### src/rtl/mem_bus_sequencer_pkg.sv
`default_nettype none
// ============================================================================
// Module      : mem_bus_sequencer_pkg
// Description : Shared definitions for the memory bus sequencer: the FSM
//               state encoding, the default NOP instruction, the width of the
//               bus timeout counter and a word-alignment helper.
// Revision    : 1.0 - initial release
// ============================================================================
package mem_bus_sequencer_pkg;

  // Instruction sequencing states. The width is explicit so the encoding is
  // stable for other blocks that decode it.
  typedef enum logic [2:0] {
    ST_IDLE   = 3'd0,
    ST_FETCH  = 3'd1,
    ST_DECODE = 3'd2,
    ST_DATA   = 3'd3,
    ST_COMMIT = 3'd4
  } seq_state_t;

  // addi x0, x0, 0
  localparam logic [31:0] c_NOP_INSTR_DEFAULT = 32'h0000_0013;

  localparam int unsigned c_TIMEOUT_WIDTH = 16;

  // Bus accesses are whole words; any byte offset is a fault.
  function automatic logic is_misaligned(input logic [31:0] addr);
    return addr[1:0] != 2'b00;
  endfunction

endpackage
`default_nettype wire

### src/rtl/mem_bus_sequencer_bus_timeout_counter.sv
`default_nettype none
// ============================================================================
// Module      : bus_timeout_counter
// Description : Counts cycles of an outstanding bus request that has not been
//               acknowledged. 'expired' rises in the cycle whose count
//               reaches 'limit', so the owner can abandon the request at the
//               same clock edge.
// Ports       : clk, reset (async, active-high)
//               clear   - zero the count (no request outstanding)
//               enable  - request outstanding and not acknowledged this cycle
//               limit   - number of waiting cycles allowed
//               expired - this cycle is the last allowed waiting cycle
// Revision    : 1.0 - initial release
// ============================================================================
module bus_timeout_counter #(
  parameter int unsigned WIDTH = 16
) (
  input  logic             clk,
  input  logic             reset,
  input  logic             clear,
  input  logic             enable,
  input  logic [WIDTH-1:0] limit,
  output logic             expired
);

  logic [WIDTH-1:0] r_count;
  logic [WIDTH:0]   w_count_next;

  // One extra bit so the compare never wraps, even at the top of the range.
  assign w_count_next = {1'b0, r_count} + {{WIDTH{1'b0}}, 1'b1};
  assign expired      = enable && (w_count_next >= {1'b0, limit});

  always_ff @(posedge clk or posedge reset) begin
    if (reset) begin
      r_count <= '0;
    end else if (clear) begin
      r_count <= '0;
    end else if (enable) begin
      r_count <= w_count_next[WIDTH-1:0];
    end
  end

endmodule
`default_nettype wire

### src/rtl/mem_bus_sequencer.sv
`default_nettype none
// ============================================================================
// Module      : mem_bus_sequencer
// Description : Serialises each core instruction on a single-ported memory
//               bus: fetch, one decode cycle, optional data access, then a
//               one-cycle commit window in which core_stall is low. Bus
//               timeouts and misaligned addresses are absorbed here and
//               replaced by a NOP instruction or zero load data.
// Ports       : clk, reset (async, active-high)
//               core side : instr_addr, data_addr, should_read_mem,
//                           should_write_mem, mem_write_data -> instr,
//                           mem_read_data, core_stall
//               bus side  : bus_req, bus_we, bus_addr, bus_wdata <-
//                           bus_ack, bus_rdata
//               status    : fault_timeout, fault_misalign (sticky)
// Revision    : 1.0 - initial release
// ============================================================================
module mem_bus_sequencer
  import mem_bus_sequencer_pkg::*;
#(
  parameter int unsigned TIMEOUT_CYCLES = 255,
  parameter logic [31:0] NOP_INSTR      = c_NOP_INSTR_DEFAULT
) (
  input  logic        clk,
  input  logic        reset,
  input  logic [31:0] instr_addr,
  input  logic [31:0] data_addr,
  input  logic        should_read_mem,
  input  logic        should_write_mem,
  input  logic [31:0] mem_write_data,
  output logic [31:0] instr,
  output logic [31:0] mem_read_data,
  output logic        core_stall,
  output logic        bus_req,
  output logic        bus_we,
  output logic [31:0] bus_addr,
  output logic [31:0] bus_wdata,
  input  logic        bus_ack,
  input  logic [31:0] bus_rdata,
  output logic        fault_timeout,
  output logic        fault_misalign
);

  localparam logic [c_TIMEOUT_WIDTH-1:0] c_TIMEOUT_LIMIT = c_TIMEOUT_WIDTH'(TIMEOUT_CYCLES);

  seq_state_t  r_state;
  logic [31:0] r_instr;
  logic [31:0] r_mem_read_data;
  logic        r_core_stall;
  logic        r_fault_timeout;
  logic        r_fault_misalign;

  logic        w_in_fetch;
  logic        w_in_data;
  logic        w_in_access;
  logic [31:0] w_access_addr;
  logic        w_misaligned;
  logic        w_req;
  logic        w_is_store;
  logic        w_expired;

  // The bus is driven straight from the state and the core's inputs. The
  // core updates its PC on the commit edge, so taking instr_addr live in
  // FETCH sees the new PC; the core holds every input stable while stalled.
  // Because the state register resets asynchronously, a reset during a
  // request drops bus_req immediately.
  assign w_in_fetch    = (r_state == ST_FETCH);
  assign w_in_data     = (r_state == ST_DATA);
  assign w_in_access   = w_in_fetch || w_in_data;
  assign w_access_addr = w_in_fetch ? instr_addr : data_addr;
  assign w_misaligned  = is_misaligned(w_access_addr);
  assign w_req         = w_in_access && !w_misaligned;
  // A store wins over a simultaneous load flag.
  assign w_is_store    = should_write_mem;

  assign bus_req   = w_req;
  assign bus_we    = w_in_data && w_is_store;
  assign bus_addr  = w_in_access ? w_access_addr : 32'd0;
  assign bus_wdata = (w_in_data && w_is_store) ? mem_write_data : 32'd0;

  // The counter is held clear whenever no request is outstanding, which is
  // always true for at least one cycle before FETCH or DATA is entered.
  bus_timeout_counter #(
    .WIDTH (c_TIMEOUT_WIDTH)
  ) u_timeout (
    .clk     (clk),
    .reset   (reset),
    .clear   (!w_req),
    .enable  (w_req && !bus_ack),
    .limit   (c_TIMEOUT_LIMIT),
    .expired (w_expired)
  );

  always_ff @(posedge clk or posedge reset) begin
    if (reset) begin
      r_state          <= ST_IDLE;
      r_instr          <= NOP_INSTR;
      r_mem_read_data  <= 32'd0;
      r_core_stall     <= 1'b1;
      r_fault_timeout  <= 1'b0;
      r_fault_misalign <= 1'b0;
    end else begin
      case (r_state)
        ST_IDLE: begin
          r_state <= ST_FETCH;
        end

        ST_FETCH: begin
          // Misalignment takes priority: no request was issued, so any ack
          // seen now belongs to someone else.
          if (w_misaligned) begin
            r_instr          <= NOP_INSTR;
            r_fault_misalign <= 1'b1;
            r_state          <= ST_DECODE;
          end else if (bus_ack) begin
            r_instr <= bus_rdata;
            r_state <= ST_DECODE;
          end else if (w_expired) begin
            r_instr         <= NOP_INSTR;
            r_fault_timeout <= 1'b1;
            r_state         <= ST_DECODE;
          end
        end

        ST_DECODE: begin
          if (should_read_mem || should_write_mem) begin
            r_state <= ST_DATA;
          end else begin
            r_state      <= ST_COMMIT;
            r_core_stall <= 1'b0;
          end
        end

        ST_DATA: begin
          if (w_misaligned) begin
            r_fault_misalign <= 1'b1;
            if (!w_is_store) r_mem_read_data <= 32'd0;
            r_state      <= ST_COMMIT;
            r_core_stall <= 1'b0;
          end else if (bus_ack) begin
            if (!w_is_store) r_mem_read_data <= bus_rdata;
            r_state      <= ST_COMMIT;
            r_core_stall <= 1'b0;
          end else if (w_expired) begin
            r_fault_timeout <= 1'b1;
            if (!w_is_store) r_mem_read_data <= 32'd0;
            r_state      <= ST_COMMIT;
            r_core_stall <= 1'b0;
          end
        end

        ST_COMMIT: begin
          r_core_stall <= 1'b1;
          r_state      <= ST_FETCH;
        end

        default: begin
          r_core_stall <= 1'b1;
          r_state      <= ST_IDLE;
        end
      endcase
    end
  end

  assign instr          = r_instr;
  assign mem_read_data  = r_mem_read_data;
  assign core_stall     = r_core_stall;
  assign fault_timeout  = r_fault_timeout;
  assign fault_misalign = r_fault_misalign;

endmodule
`default_nettype wire
### config.mk
export PLATFORM = sky130hd
export DESIGN_NAME = mem_bus_sequencer
export DESIGN_NICKNAME = d
export VERILOG_FILES = /design/src/rtl/mem_bus_sequencer_pkg.sv /design/src/rtl/mem_bus_sequencer_bus_timeout_counter.sv /design/src/rtl/mem_bus_sequencer.sv
export SDC_FILE = /design/constraint.sdc
export NUM_CORES = 1
export LEC_CHECK = 0
export CORE_MARGIN = 8
export CORE_UTILIZATION = 25
export DETAILED_ROUTE_END_ITERATION = 10
export DONT_BUFFER_PORTS = 1
export GPL_ROUTABILITY_DRIVEN = 1
export PLACE_DENSITY = 0.49
export SYNTH_ARGS = -nofsm -noshare
export SYNTH_HDL_FRONTEND = slang
export SYNTH_HIERARCHICAL = 1
export SYNTH_SLANG_ARGS = --single-unit
### constraint.sdc
create_clock -name clk -period 7.5 [get_ports clk]
set_input_delay 0.75 -clock clk [delete_from_list [all_inputs] [get_ports clk]]
set_output_delay 0.75 -clock clk [all_outputs]
set_load 0.01 [all_outputs]
==> run metrics, run 1 <==
status=completed; share of the synthesized area in compound gates (AO/OA/AOI/OAI)=0.1444; average instance area after synthesis=about 10 µm²; maximum clock rate=roughly 0.22 GHz; Fin Setup TNS=0 ns; fraction of layout instances using a drive strength above 1=0.08207; number of buffer cells added on primary ports=0; die area=~24000 µm²; Post-Layout Inst Area=around 5300 µm²; mapped cell area=about 4800 µm²; RSZ-0062 raised after global routing=false; leakage=~2.5 nW; number of gates resized after CTS=0; type of the worst setup path=flop to flop; area fraction in and, or, nand and nor cells after synthesis=0.1795; number of warnings issued by yosys=6; Max Cap Violations=0; Critical Path Fanout Max=30; Period minus WS final=~4.6 ns; DP HPWL=~13 mm; vertical die dimension=about 150 µm; residual DRC count=0; Pre-antenna DRT Iters=4; starting density of the core=0.2553; I/O Pins=between 200 and 300; sequential share of the synthesized area=0.4518; number of nets still failing antenna checks after routing=0; Post-Syn Instances=460; Clock Path Buffers=2; number of buffers created by CTS=9; gp weighted congestion=0.8507; most frequent standard cell in the layout excluding fill and tap cells=dfrtp_1; Worst-path clk slew=roughly 0.070 ns; number of distinct library cells after synthesis=51; ys flop type=dfrtp_1; share of cell area taken by muxes after synthesis=0.07128; number of setup buffers added after CTS=0; share of synthesized flip-flops with an asynchronous set or reset=1.000; area taken by multi-input logic gates=roughly 2400 µm²; register bit count reported by yosys=between 80 and 90; final hold violation count=0; commonest cells after routing, fill and taps aside=dfrtp_1 (81), a22o_1 (61), nor2_1 (53), mux2i_1 (34), and2_1 (33); worst hold-check path type=input pin to async pin; number of pins exceeding their max-slew limit in the final report=0; final cell count without fillers=roughly 700; area delta synth->final=10.61%; chip width=154.2 µm; clock root buffer master=clkbuf_16; via count of the first global-routing pass=roughly 3700; count of hold-fix buffers inserted at cts=0; final setup skew=slightly above 0.009 ns; total length of routed wires=16.40 mm; required time at the worst-slack endpoint=roughly 7.7 ns; FF+latch area=~2200 µm²; detailed router's first-iteration violation count=approximately 130; transition time at the pin with the least slew margin=between 1 and 1.5 ns; number of antenna violations at the first check in global routing=2; reg-to-reg setup timing slack=2.88 ns; via count normalized by instance count=5.063; average wire per standard cell=23.46 µm; total number of vias=around 3500; adder and majority gate portion of the synthesized area=0.04455; number of nets in the finished design=a little over 600; Arr. time, crit path=between 4 and 5 ns; number of flops mapped to enable cells by yosys=0; largest net degree at the start of global routing=71; global-route wire length before repair=approximately 25 mm; Setup Viol. Count Final=0; Post-DP Area=approximately 5000 µm²; combinational family with the most area after synthesis=simple AND/OR/NAND/NOR gates; fillcell total=slightly below 2000; total global routing track utilization=0.1343; CTS tree=done; P per Cell Area=~330 nW/µm²; period utilisation layout=0.6163; final total power=approximately 1.7 mW; count of placed standard cells including taps=approximately 700; relative max-transition margin=0.2041; area share of xor/xnor cells in the synthesized design=0.05136; area inside the core boundary=between 15000 and 20000 µm²; CTS HTree Levels=3; critical path endpoint category=flop; largest voltage drop on the vdd net=0.1101 mV; grt total ovfl=0; number of sinks driven by the clock tree=86; startpoint class of the critical path=flop; FP Rows=50; Worst-Skew Late Latency=approximately 0.34 ns
-- Yosys cell counts, types with 2 or more instances --
library cell / number / area [µm²]
inv_1: 21 / 78.83
nand3_1: 15 / 75.07
a21o_1: 3 / 22.52
clkbuf_1: 9 / 33.78
and2_1: 33 / 206.5
ha_1: 17 / 212.7
buf_2: 13 / 65.06
or3_1: 3 / 18.77
nand2_1: 14 / 52.55
and2_2: 2 / 15.01
o22a_1: 3 / 26.28
dfstp_2: 4 / 105.1
mux2i_1: 34 / 340.3
a21oi_1: 8 / 40.04
xor2_1: 16 / 140.1
nand4_1: 9 / 56.30
buf_6: 6 / 67.56
xnor2_1: 12 / 105.1
conb_1: 2 / 7.510
o21ai_0: 2 / 10.01
and4_1: 2 / 17.52
nor2_1: 53 / 198.9
nor4_1: 3 / 18.77
dfrtp_1: 82 / 2052
nor2b_1: 2 / 12.51
nor3_1: 5 / 25.02
a22o_1: 61 / 534.3
and3_1: 3 / 18.77
-- final cells by class --
class	instances	share of cell area
antenna	2	0.0009476
clock buffer	9	0.04264
clock inverter	7	0.01516
inverter	21	0.01493
multi-input combinational	336	0.4565
sequential	86	0.4087
tap	234	0.05544
timing repair buffer	4	0.005686
-- worst max-delay path, stage by stage (launching register included) --
cell     delay [ns]
dfrtp_1        0.43
ha_1           0.30
nand4_1        0.17
nor4_2         0.50
nand3_1        0.16
xnor2_1        0.15
ha_1           0.30
nand3_1        0.13
nor4_1         0.32
nand3_1        0.13
nand3_1        0.10
o31a_1         0.18
nor4_1         0.07
mux2i_1        0.35
nand2_1        0.71
a22o_1         0.48
-- power breakdown --
group	switching, mW	internal (mW)
Combinational	0.281	0.196
Clock	0.190	0.261
Sequential	0.212	0.594
Total	0.683	1.05
-- cell families (layout without fill, tap and decap cells) --
family / Yosys count / after routing
AO/OA/AOI/OAI: 84 / 84
XOR/XNOR: 28 / 28
adder cells (fa/ha/maj): 17 / 17
buffers and inverters: 52 / 41
flip-flops: 86 / 86
multiplexers: 34 / 34
other: 2 / 18
AND/OR/NAND/NOR: 157 / 157
-- stage by stage --
stage / worst slack (ns) / utilization / hold slack [ns]
2_1_floorplan: 4.062 / - / 0.4932
3_3_place_gp: 3.184 / 0.2658 / 0.5434
3_5_place_dp: 2.914 / 0.2658 / 0.5498
4_1_cts: 2.873 / 0.2821 / 0.4025
5_1_grt: 2.436 / 0.2823 / 0.4399
6_report: 2.878 / 0.2823 / 0.3817
-- registers in the layout, summed over array words and instances (netlist names) --
| name | flops |
|---|---|
| core_stall | 1 |
| mem_read_data | 32 |
| fault_timeout | 1 |
| r_state | 3 |
| u_timeout/r_count | 16 |
| instr | 32 |
| fault_misalign | 1 |
-- worst paths after layout --
kind	startpoint	endpoint	depth (start not counted)
max	u_timeout/r_count[0]	instr[7]	15
min	reset	u_timeout/r_count[6]	1
max reg2reg	u_timeout/r_count[0]	instr[7]	15
min reg2reg	fault_misalign	fault_misalign	1
max in group asynchronous	reset	r_state[1]	2
min in group clk	bus_rdata[14]	instr[14]	1
-- metal layers --
metal | up-vias | global-route usage | wire length [µm]
li1 | 1600 | - | -
met1 | 1754 | 0.1442 | 6239
met2 | 177 | 0.2390 | 8522
met3 | 8 | 0.05322 | 1512
met4 | 0 | 0.03966 | 121
met5 | - | 0 | 0
(Power assumes the default switching activity.)
==> run 2: changes to the inputs <==
clock period = 4.6 ns   (was 7.5 ns; I/O delays follow)
==> run 2 against run 1 <==
Compared with the run above: flip-flop and latch count unchanged; count of clock-buffer cells in the layout unchanged; sequential share of layout area down 0.39 points; via count up 1.6%; hold slack worse by 0.28 ns; critical path depth up 1.
==> run metrics, run 2 (synthesis results as in run 1) <==
transition time at the pin with the least slew margin=1.185 ns (-0.008893 ns); gp weighted congestion=0.8322 (-2.2%); global-route wire length before repair=24.45 mm (-1.1%); grt total ovfl=0 (unchanged); Post-DP Area=5001 µm² (+0.60%); chip width=154.2 µm (unchanged); Max Cap Violations=0 (unchanged); residual DRC count=0 (unchanged); Critical Path Fanout Max=30 (unchanged); FP Rows=50 (unchanged); commonest cells after routing, fill and taps aside=dfrtp_1 (81), a22o_1 (61), nor2_1 (53), mux2i_1 (34), and2_1 (33); number of gates resized after CTS=0 (unchanged); relative max-transition margin=0.2100 (+0.005929); startpoint class of the critical path=flop; via count normalized by instance count=5.121 (+1.1%); Arr. time, crit path=4.13 ns (-0.71 ns); via count of the first global-routing pass=3730 (+0.21%); Clock Path Buffers=2 (unchanged); period utilisation layout=0.8489 (+0.2326); type of the worst setup path=flop to flop; number of pins exceeding their max-slew limit in the final report=0 (unchanged); area delta synth->final=11.69%; Post-Layout Inst Area=5333 µm² (+0.97%); total global routing track utilization=0.1335 (-0.0007922); count of placed standard cells including taps=685 (+0.59%); final setup skew=0.009026 ns (-0.0002421 ns); status=completed; CTS tree=done; number of buffer cells added on primary ports=0 (unchanged); final cell count without fillers=702 (+0.43%); average wire per standard cell=23.56 µm (+0.42%); detailed router's first-iteration violation count=173 (+31%); largest net degree at the start of global routing=38 (-46%); P per Cell Area=545.1 nW/µm² (+66%); Worst-path clk slew=0.07 ns (about the same); worst hold-check path type=input pin to async pin; required time at the worst-slack endpoint=4.82 ns (-2.90 ns); critical path endpoint category=flop; fraction of layout instances using a drive strength above 1=0.08994 (+0.007862); RSZ-0062 raised after global routing=false; largest voltage drop on the vdd net=0.2824 mV (+160%); count of hold-fix buffers inserted at cts=0 (unchanged); I/O Pins=266 (unchanged); clock root buffer master=clkbuf_16; total number of vias=3595 (+1.6%); leakage=2.502 nW (+1.2%); number of nets still failing antenna checks after routing=0 (unchanged); CTS HTree Levels=3 (unchanged); Worst Hold Slack=0.09963 ns (-0.2821 ns); area inside the core boundary=18710 µm² (unchanged); Period minus WS final=3.905 ns (-0.7171 ns); total length of routed wires=16.54 mm (+0.85%); number of nets in the finished design=612 (+0.66%); maximum clock rate=0.2561 GHz (+18%); Pre-antenna DRT Iters=6 (+2); number of sinks driven by the clock tree=86 (unchanged); Setup Viol. Count Final=0 (unchanged); number of buffers created by CTS=9 (unchanged); die area=23780 µm² (unchanged); number of antenna violations at the first check in global routing=1 (-1); most frequent standard cell in the layout excluding fill and tap cells=dfrtp_1; final hold violation count=0 (unchanged); Fin Setup TNS=0 ns (unchanged); fillcell total=1924 (-0.16%); DP HPWL=13.25 mm (-0.34%); Worst-Skew Late Latency=0.34 ns (about the same); starting density of the core=0.2553 (unchanged); vertical die dimension=154.2 µm (unchanged); number of setup buffers added after CTS=0 (unchanged)
==> run 2: cell count changes in the layout (fill, tap and decap cells not counted), sizes merged <==
cell / delta
clkinv: -1
diode: -1
buf: +4
bufinv: +1
==> run 2: path summary, 6_finish.rpt <==
check	slack [ns]	cells past startpoint	startpoint	to
worst max-delay path	0.69	16	u_timeout/r_count[0]	instr[8]
worst min-delay path	0.1	1	reset	u_timeout/r_count[6]
worst max register to register	0.69	16	u_timeout/r_count[0]	instr[8]
worst min register to register	0.57	1	fault_misalign	fault_misalign
max in group asynchronous	3.50	2	reset	r_state[1]
min in group clk	0.24	1	bus_rdata[1]	instr[1]
==> run 2: cell type report <==
type	count	area, µm²	share of cell area
flip-flops and latches	86	2158	0.4047
well taps	234	292.8	0.05490
clock inverters	7	103.9	0.01947
diodes	1	2.502	0.0004693
multi-input cells	336	2411	0.4521
repair buffers	8	60.06	0.01126
clock buffers	9	225.2	0.04223
inverters	21	78.83	0.01478
==> run 2: routing by layer <==
| metal | up-vias | share of wire | wire [µm] | global-route usage |
|---|---|---|---|---|
| li1 | 1610 | - | - | - |
| met1 | 1777 | 0.37 | 6052 | 0.1422 |
| met2 | 193 | 0.51 | 8420 | 0.2334 |
| met3 | 15 | 0.11 | 1788 | 0.05935 |
| met4 | 0 | 0.017 | 274 | 0.04153 |
| met5 | - | 0 | 0 | 0 |
==> run 2: stage by stage <==
stage	utilization	worst slack, ns	total power, mW
floorplan	-	1.162	1.910
global placement	0.2674	0.8294	2.111
detailed placement	0.2674	0.7599	2.129
CTS	0.2850	0.7371	2.946
global route	0.2851	0.3757	3.068
finish	0.2851	0.6949	2.907
==> run 2: critical path: stages (launching register included) <==
cell,delay [ns]
dfrtp_1,0.44
ha_1,0.29
nand4_1,0.18
nor4_2,0.46
nand3_1,0.15
xnor2_1,0.15
ha_1,0.29
nand3_1,0.12
nor4_1,0.28
nand3_1,0.11
nand3_1,0.09
o31a_1,0.17
nor4_1,0.07
mux2i_1,0.35
nand2_1,0.10
buf_4,0.25
a22o_1,0.27
==> run 2: where the power goes <==
part	internal, mW	switching [mW]
logic	0.330	0.504
registers	0.965	0.299
clock network	0.483	0.326
